<file path="config.mk">
export PLATFORM = sky130hd
export DESIGN_NAME = mem_stage
export DESIGN_NICKNAME = d
export VERILOG_FILES = /design/src/rtl/mem_stage.sv
export SDC_FILE = /design/constraint.sdc
export NUM_CORES = 1
export LEC_CHECK = 0
export BUFFER_PORTS_ARGS = -buffer_cell sky130_fd_sc_hd__buf_2
export CORE_UTILIZATION = 30
export CTS_CLUSTER_DIAMETER = 200
export DETAILED_ROUTE_END_ITERATION = 10
export PLACE_DENSITY_LB_ADDON = 0.2
export SLEW_MARGIN = 5
export SYNTH_ARGS = -nofsm -noshare
export SYNTH_HDL_FRONTEND = slang
export SYNTH_SLANG_ARGS = --single-unit
</file>
<file path="constraint.sdc">
create_clock -name clk -period 3.4 [get_ports clk]
set_clock_uncertainty 0.05 [all_clocks]
set_input_delay 1.02 -clock clk [delete_from_list [all_inputs] [get_ports clk]]
set_output_delay 1.02 -clock clk [all_outputs]
set_load 0.01 [all_outputs]
</file>
<file path="src/rtl/mem_stage.sv">
// mem_stage: memory-access pipeline stage between EX/MEM and MEM/WB.
// Issues loads/stores over a req/gnt/rvalid port, aligns load data and
// stalls upstream while a transaction is outstanding.

package mem_stage_pkg;
    localparam int unsigned XLEN           = 32;
    localparam int unsigned REG_ADDR_WIDTH = 5;

    typedef struct packed {
        logic       mem_read;
        logic       mem_write;
        logic [2:0] mem_funct3;
        logic       reg_write;
    } ctrl_t;

    typedef struct packed {
        logic [XLEN-1:0]           alu_result;
        logic [XLEN-1:0]           rs2_data_str;
        logic [REG_ADDR_WIDTH-1:0] rd_addr;
        ctrl_t                     ctrl;
        logic                      valid_ex_mem;
    } ex_mem_reg_t;

    typedef struct packed {
        logic [XLEN-1:0]           result;
        logic [REG_ADDR_WIDTH-1:0] rd_addr;
        logic                      reg_write;
        logic                      valid_mem_wb;
    } mem_wb_reg_t;
endpackage

module mem_stage
    import mem_stage_pkg::*;
#(
    parameter int unsigned MAX_WAIT = 255
) (
    input  logic                      clk,
    input  logic                      reset,
    input  ex_mem_reg_t               ex_mem_in,
    output logic                      dmem_req,
    output logic                      dmem_we,
    output logic [XLEN-1:0]           dmem_addr,
    output logic [XLEN-1:0]           dmem_wdata,
    output logic [3:0]                dmem_be,
    input  logic                      dmem_gnt,
    input  logic                      dmem_rvalid,
    input  logic [XLEN-1:0]           dmem_rdata,
    output mem_wb_reg_t               mem_wb_out,
    output logic [XLEN-1:0]           mem_alu_result,
    output logic [REG_ADDR_WIDTH-1:0] mem_rd_addr,
    output logic                      mem_reg_write,
    output logic                      mem_stall,
    output logic                      misalign_exc,
    output logic                      bus_err
);

    localparam int unsigned     CNT_W   = (MAX_WAIT > 0) ? $clog2(MAX_WAIT + 1) : 1;
    localparam logic [CNT_W-1:0] MAX_CNT = CNT_W'(MAX_WAIT);

    typedef enum logic [1:0] {IDLE, REQ, RESP} state_t;

    state_t            state_q, state_d;
    logic [CNT_W-1:0]  cnt_q, cnt_d;
    mem_wb_reg_t       wb_q, wb_d;
    logic              misalign_q, misalign_d;
    logic              bus_err_q, bus_err_d;

    logic              mem_op, is_load, is_store, aligned;
    logic              advance, complete, timeout;
    logic [1:0]        addr_lo;
    logic [7:0]        ld_byte;
    logic [15:0]       ld_half;
    logic [XLEN-1:0]   load_data;

    assign addr_lo  = ex_mem_in.alu_result[1:0];
    assign mem_op   = ex_mem_in.valid_ex_mem &
                      (ex_mem_in.ctrl.mem_read | ex_mem_in.ctrl.mem_write);
    assign is_store = mem_op & ex_mem_in.ctrl.mem_write;
    assign is_load  = mem_op & ~ex_mem_in.ctrl.mem_write;

    // Alignment check by access size (funct3[1:0]: 00 byte, 01 half, else word)
    always_comb begin
        case (ex_mem_in.ctrl.mem_funct3[1:0])
            2'b00:   aligned = 1'b1;
            2'b01:   aligned = ~addr_lo[0];
            default: aligned = (addr_lo == 2'b00);
        endcase
    end

    // Handshake progress for the current state; a gnt in REQ counts as
    // progress even for loads so the timeout never drops an accepted request
    always_comb begin
        advance  = 1'b0;
        complete = 1'b0;
        case (state_q)
            IDLE: complete = is_store & aligned & dmem_gnt;
            REQ: begin
                advance  = dmem_gnt;
                complete = is_store & dmem_gnt;
            end
            RESP: begin
                advance  = dmem_rvalid;
                complete = dmem_rvalid;
            end
            default: ;
        endcase
    end

    assign timeout   = (MAX_WAIT != 0) && (state_q != IDLE) &&
                       (cnt_q == MAX_CNT) && !advance;
    assign mem_stall = mem_op & aligned & ~complete & ~timeout;

    // FSM state and wait-counter register
    always_ff @(posedge clk) begin
        if (reset) begin
            state_q    <= IDLE;
            cnt_q      <= '0;
            wb_q       <= '0;
            misalign_q <= 1'b0;
            bus_err_q  <= 1'b0;
        end else begin
            state_q    <= state_d;
            cnt_q      <= cnt_d;
            wb_q       <= wb_d;
            misalign_q <= misalign_d;
            bus_err_q  <= bus_err_d;
        end
    end

    // FSM next-state logic
    always_comb begin
        state_d = state_q;
        case (state_q)
            IDLE: begin
                if (mem_op && aligned) begin
                    if (dmem_gnt) state_d = is_load ? RESP : IDLE;
                    else          state_d = REQ;
                end
            end
            REQ: begin
                if (timeout)       state_d = IDLE;
                else if (dmem_gnt) state_d = is_load ? RESP : IDLE;
            end
            RESP: begin
                if (dmem_rvalid || timeout) state_d = IDLE;
            end
            default: state_d = IDLE;
        endcase
    end

    // Wait counter: runs across REQ and RESP, cleared in and on return to IDLE
    always_comb begin
        if (state_q == IDLE || state_d == IDLE) cnt_d = '0;
        else                                    cnt_d = cnt_q + CNT_W'(1);
    end

    // FSM outputs: request valid
    always_comb begin
        dmem_req = 1'b0;
        case (state_q)
            IDLE:    dmem_req = mem_op & aligned;
            REQ:     dmem_req = ~timeout;
            default: dmem_req = 1'b0;
        endcase
    end

    // Store data lane replication and byte enables
    always_comb begin
        case (ex_mem_in.ctrl.mem_funct3[1:0])
            2'b00: begin
                dmem_wdata = {4{ex_mem_in.rs2_data_str[7:0]}};
                dmem_be    = 4'b0001 << addr_lo;
            end
            2'b01: begin
                dmem_wdata = {2{ex_mem_in.rs2_data_str[15:0]}};
                dmem_be    = 4'b0011 << {addr_lo[1], 1'b0};
            end
            default: begin
                dmem_wdata = ex_mem_in.rs2_data_str;
                dmem_be    = 4'b1111;
            end
        endcase
        if (!is_store) dmem_be = '0;
    end

    assign dmem_we   = is_store;
    assign dmem_addr = {ex_mem_in.alu_result[XLEN-1:2], 2'b00};

    // Load lane selection and sign/zero extension
    always_comb begin
        case (addr_lo)
            2'd0:    ld_byte = dmem_rdata[7:0];
            2'd1:    ld_byte = dmem_rdata[15:8];
            2'd2:    ld_byte = dmem_rdata[23:16];
            default: ld_byte = dmem_rdata[31:24];
        endcase
        ld_half = addr_lo[1] ? dmem_rdata[31:16] : dmem_rdata[15:0];
        case (ex_mem_in.ctrl.mem_funct3)
            3'b000:  load_data = {{24{ld_byte[7]}}, ld_byte};
            3'b001:  load_data = {{16{ld_half[15]}}, ld_half};
            3'b100:  load_data = {24'd0, ld_byte};
            3'b101:  load_data = {16'd0, ld_half};
            default: load_data = dmem_rdata;
        endcase
    end

    // MEM/WB next value: bubble on stall, misaligned drop or abort
    always_comb begin
        wb_d       = '0;
        misalign_d = mem_op & ~aligned & (state_q == IDLE);
        bus_err_d  = timeout;
        if (!mem_stall && !misalign_d && !timeout) begin
            wb_d.result       = is_load ? load_data : ex_mem_in.alu_result;
            wb_d.rd_addr      = ex_mem_in.rd_addr;
            wb_d.reg_write    = ex_mem_in.ctrl.reg_write & ex_mem_in.valid_ex_mem;
            wb_d.valid_mem_wb = ex_mem_in.valid_ex_mem;
        end
    end

    assign mem_wb_out     = wb_q;
    assign misalign_exc   = misalign_q;
    assign bus_err        = bus_err_q;
    assign mem_alu_result = ex_mem_in.alu_result;
    assign mem_rd_addr    = ex_mem_in.rd_addr;
    assign mem_reg_write  = ex_mem_in.valid_ex_mem & ex_mem_in.ctrl.reg_write &
                            ~ex_mem_in.ctrl.mem_read;

endmodule

</file>
==> results of run 1 <==
-- worst max-delay path by stage --
stage                 startpoint  slack (ps)        endpoint  depth (start not counted)
finish              ex_mem_in[3]         270   dmem_wdata[8]                          4
detailed placement  ex_mem_in[3]         250   dmem_wdata[9]                          4
floorplan               dmem_gnt         220       mem_stall                          7
global route        ex_mem_in[3]         190  dmem_wdata[10]                          4
CTS                 ex_mem_in[3]         250   dmem_wdata[9]                          4
global placement    ex_mem_in[3]         280  dmem_wdata[15]                          4
-- synthesized netlist by cell type, drive strengths merged, types with 2 or more instances --
cell / count / share of area, %
and2: 2 / 0.33
a21oi: 3 / 0.50
o22ai: 4 / 0.67
mux2: 18 / 5.4
a221oi: 8 / 1.9
nor2: 37 / 3.8
xnor2: 4 / 0.93
nor3: 21 / 2.8
nand2b: 12 / 2.0
buf: 100 / 19
nor4: 8 / 1.3
dfxtp: 51 / 27
nor2b: 4 / 0.67
a211oi: 3 / 0.93
o21ai: 19 / 2.5
nand3: 4 / 0.53
a21o: 3 / 0.63
mux2i: 26 / 6.9
or2: 2 / 0.33
and3: 2 / 0.33
xor2: 2 / 0.47
a2111oi: 16 / 6.2
inv: 10 / 1.0
a22o: 8 / 1.9
ha: 5 / 1.7
clkbuf: 7 / 0.73
nor3b: 6 / 1.2
nand2: 49 / 4.9
-- per-stage QoR --
stage                     cells  hold slack, ps  util, %  total power, mW  instance area (sq um)
final                       790           442.4    40.04            1.790                   4850
after global routing        790           462.0    40.04            1.874                   4850
after CTS                   790           444.0    40.04            1.813                   4850
after detailed placement    782           433.0    38.45            1.156                   4657
after global placement      782           424.3    38.45            1.154                   4657
after floorplan             447           407.3        -           0.9761                   3765
-- flip-flops by register name, indices dropped and copies added (netlist names) --
name,count
bus_err,1
state_q,2
misalign_exc,1
mem_wb_out,39
cnt_q,8
-- area by class of cell --
class                      count  area [sq um]  share of cell area [%]
clock buffer                   5         125.1                   2.580
multi-input combinational    279          1967                   40.56
inverter                      10         37.54                  0.7740
sequential                    51          1021                   21.05
clock inverter                 3         67.56                   1.393
tap                          168         210.2                   4.334
timing repair buffer         274          1421                   29.31
-- routing by layer --
metal | routed length (um) | GRT usage, %
met1 | 4945 | 20.77
met2 | 6739 | 37.41
met3 | 784 | 2.338
met4 | 142 | 4.416
met5 | 0 | 0
-- worst reg2reg max path, cell delays in order (launching register included) --
cell       delay (ps)
dfxtp_1           410
inv_1             120
ha_1              280
a22o_1            260
nand2_1            90
and3_2            210
buf_4             470
a2111oi_0         190
-- kinds of logic after synthesis --
logic type | Yosys count
and+or+nand+nor | 150
buffers and inverters | 117
AOI/OAI and AO/OA | 71
DFF | 51
muxes | 45
xor gates and xnor gates | 6
adders and majority gates | 5
other | 1
-- power breakdown --
group	total (mW)	internal, mW	switching [mW]
registers	0.642	0.632	0.00969
logic	0.495	0.219	0.276
clock network	0.654	0.422	0.232
total	1.79	1.27	0.517
==> run metrics, run 1 <==
Via density=4.835; largest net degree at the start of global routing=41; antenna violations before repair=0; Total GRT Usage=about a fifth; number of diodes=0; Post-Syn Area=0.003761 sq mm; Mapped Cells=446; Leakage=about 2.4 nW; max cap viols=0; first-pass GRT wire length=about 19000 um; Max Slew Vio Count=0; critical-path maximum fanout=9; WP buf/inv=2; clk_lat worst skew=about 290 ps; Top cell by count, worst path=buf_2; vias in the first global route=3500; Worst Setup End Kind=output pin; slowest stage delay, CP=390 ps; Fillers=1306; measured slew at the worst slew-check pin=1177 ps; routed length per instance=15.96 um; Cell Rows=40; most common cell after layout, fill and taps aside=buf_2; CP cell instances=buf_2, nor2_2, mux2_2, buf_2; final period utilization=roughly 92%; status=finished clean; most frequent cells in the layout=259 x buf_2, 51 x dfxtp_1, 49 x nand2_1; post-synthesis adder-cell area fraction=under 10%; Mean Syn Cell Area=8.433 sq um; final WL=12610 um; total CTS buffers=5; Finish-stage setup viols=0; crit-path leading delay family=multiplexers; Core Region=0.01211 sq mm; Overflow after GRT=0; Synth cell types=a little over 50; Die Width=114.0 um; RSZ-0062 raised after global routing=no; hold_sp=cnt_q[0]; Die ar.=0.01299 sq mm; Num Clock Sinks=around 50; H-tree levels=2; xor-xnor portion of the synthesized cell area=1.397%; Place WS=251.9 ps; Peak supply drop=0.1610 mV; Post-synth EDFFs=0; crit path kind=in2out; Vias=3820; clock transition at the registers of the reported paths=80 ps; post-CTS sizing=0; CP arrival=2060 ps; dpl hpwl=just over 10000 um; root buf cell=clkbuf_16; crit path time final=3134 ps; die height=114.0 um; slew margin rel.=21.55%; final hold violations=0; Hold Path End=cnt_q[0]; register area share after synthesis=27.15%; critical register-to-register path startpoint=state_q[1]; HP Class=reg2reg; Setup crit start kind=input port; Max clock buf depth=2; Power Density=369.2 mW/mm^2; Req. time, crit path=2330 ps; CTS tree=done; hold path cells=1; largest family of logic cells by synthesized area=buffers and inverters; ys async rst share=0%; multiplexer area fraction after synthesis=12.91%; fraction of layout cells with a size suffix above 1=a little over 50%; I/O Pins=262; Fin Setup TNS=0 ps; simple logic cell fraction of the synthesized area=18.83%; GPL Wtd Cong=around 0.88; Yosys warning count=0; CTS Hold Bufs=0; DRC violations left=0; Compound-Gate Fraction of Synth Area=between 15 and 20%; RR Endpoint=mem_wb_out[23]; slowest CP cell=mux2_2; Reg2Reg Depth=7; post-synthesis register bit count=51; Most used DFF post-synth=dfxtp_1; port buffer count=roughly 260; R2R setup slack=1130 ps; Initial DRC Count=roughly 190; First-pass DRT Iterations=4; Setup WS post-layout=between 200 and 300 ps; nets=738; FMAX=0.3191 GHz; antenna viol nets, final=0; synth-to-layout area growth=28.94%; setup bufs post-CTS=0; Starting Density=31.05%
(Power assumes the default switching activity.)
==> run 2, diff against run 1 <==
--- a/config.mk
+++ b/config.mk
@@ -5,7 +5,7 @@
 export SDC_FILE = /design/constraint.sdc
 export NUM_CORES = 1
 export LEC_CHECK = 0
-export BUFFER_PORTS_ARGS = -buffer_cell sky130_fd_sc_hd__buf_2
+export BUFFER_PORTS_ARGS = -buffer_cell sky130_fd_sc_hd__buf_4
 export CORE_UTILIZATION = 30
 export CTS_CLUSTER_DIAMETER = 200
 export DETAILED_ROUTE_END_ITERATION = 10
==> run 2 against run 1 <==
Net effect: combinational power rose by 20%; critical endpoint is now dmem_wdata[14]; sequential cell count is the same; worst setup slack got worse by 73 ps; count of clock-buffer cells in the layout grew 1; core utilization increased by 4.8 points; critical path depth is the same; cell count fell by 0.51%.
==> run metrics, run 2 (synthesized netlist as in run 1, its figures left out) <==
final hold violations=0; First-pass DRT Iterations=4; final period utilization=94.34%; Via density=around 4.8; total CTS buffers=5; vias in the first global route=3673; RSZ-0062 raised after global routing=no; crit path kind=in2out; clock transition at the registers of the reported paths=60 ps; Max clock buf depth=2; Vias=3756; Overflow after GRT=0; Peak supply drop=0.1762 mV; total power=1.714 mW; GPL Wtd Cong=0.8461; FMAX=0.3118 GHz; routed length per instance=approximately 16 um; clk_lat worst skew=280 ps; critical-path maximum fanout=12; Finish-stage setup viols=0; crit path time final=~3200 ps; max cap viols=0; Total GRT Usage=between 10% and 20%; die height=114.0 um; antenna viol nets, final=0; fraction of layout cells with a size suffix above 1=between 50% and 60%; Largest register FFs=39; number of diodes=0; I/O Pins=262; CTS tree=done; Initial DRC Count=217; Power Density=315.6 mW/mm^2; WP buf/inv=2; antenna violations before repair=1; slew margin rel.=24.09%; Die ar.=0.01299 sq mm; first-pass GRT wire length=19340 um; Cell Rows=40; Worst Setup End Kind=output pin; CP arrival=2140 ps; root buf cell=clkbuf_16; CTS Hold Bufs=0; Fillers=1223; nets=736; synth-to-layout area growth=44.41%; dpl hpwl=roughly 11000 um; HP Class=reg2reg; Req. time, crit path=2330 ps; final WL=~13000 um; setup bufs post-CTS=0; Num Clock Sinks=51; multi-input logic area=0.001967 sq mm; CP cell instances=buf_4, nor2_2, mux2_2, buf_4; status=finished clean; Setup crit start kind=input port; most frequent cells in the layout=270 x buf_4, 51 x dfxtp_1, 49 x nand2_1; Starting Density=31.05%; DRC violations left=0; most common cell after layout, fill and taps aside=buf_4; largest net degree at the start of global routing=41; Leakage=around 2.6 nW; Max Slew Vio Count=0; Fin Setup TNS=0 ps; Core Region=around 0.012 sq mm; port buffer count=roughly 260; Die Width=roughly 110 um; measured slew at the worst slew-check pin=1139 ps; slowest stage delay, CP=400 ps; slowest CP cell=nor2_2; post-CTS sizing=0; H-tree levels=2; crit-path leading delay family=simple AND/OR/NAND/NOR gates; Seq. cell area=around 0.0010 sq mm; Top cell by count, worst path=buf_4
[run 2: cell types whose count changed in the layout (fill, tap and decap cells not counted)]
cell        before  now
buf_2          259    0
buf_4           14  270
bufinv_16        2    0
buf_12           1    2
clkbuf_1         0    1
clkinvlp_4       1    0
[run 2: final timing paths]
kind	start	to	slack (ps)	depth (start not counted)
max	ex_mem_in[3]	dmem_wdata[14]	190	4
min	cnt_q[0]	cnt_q[0]	440	1
max reg2reg	state_q[1]	mem_wb_out[23]	1180	7
min reg2reg	cnt_q[0]	cnt_q[0]	440	1
[run 2: per-layer routing]
| metal | vias up | routed length (um) | global-route usage, % |
|---|---|---|---|
| met5 | - | 0 | 0 |
| met3 | 8 | 904 | 3.241 |
| met2 | 198 | 6933 | 37.82 |
| met4 | 0 | 127 | 4.156 |
| met1 | 1728 | 4957 | 21.73 |
| li1 | 1822 | - | - |
[run 2: final cells by class]
cell class / count / area share, %
Timing Repair Buffer: 272 / 38.06
Tap cell: 168 / 3.870
Clock buffer: 6 / 2.373
Multi-Input combinational cell: 279 / 36.21
Inverter: 10 / 0.6911
Sequential cell: 51 / 18.80
[run 2: power by group]
group          internal [mW]  total [mW]  switching [mW]  leakage [nW]
clock                  0.265       0.475           0.210        0.0628
sequential             0.633       0.645          0.0117         0.419
combinational          0.313       0.594           0.281          2.09
[run 2: metrics by stage]
stage	utilization, %	hold slack [ps]	std cells	setup WS, ps	area (sq um)
3_5_place_dp	43.78	430.4	780	166.8	5303
6_report	44.85	439.8	786	192.3	5431
5_1_grt	44.85	489.4	786	124.1	5431
2_1_floorplan	-	407.3	447	216.1	3765
3_3_place_gp	43.78	424.8	780	203.2	5303
4_1_cts	44.85	439.8	786	165.0	5431
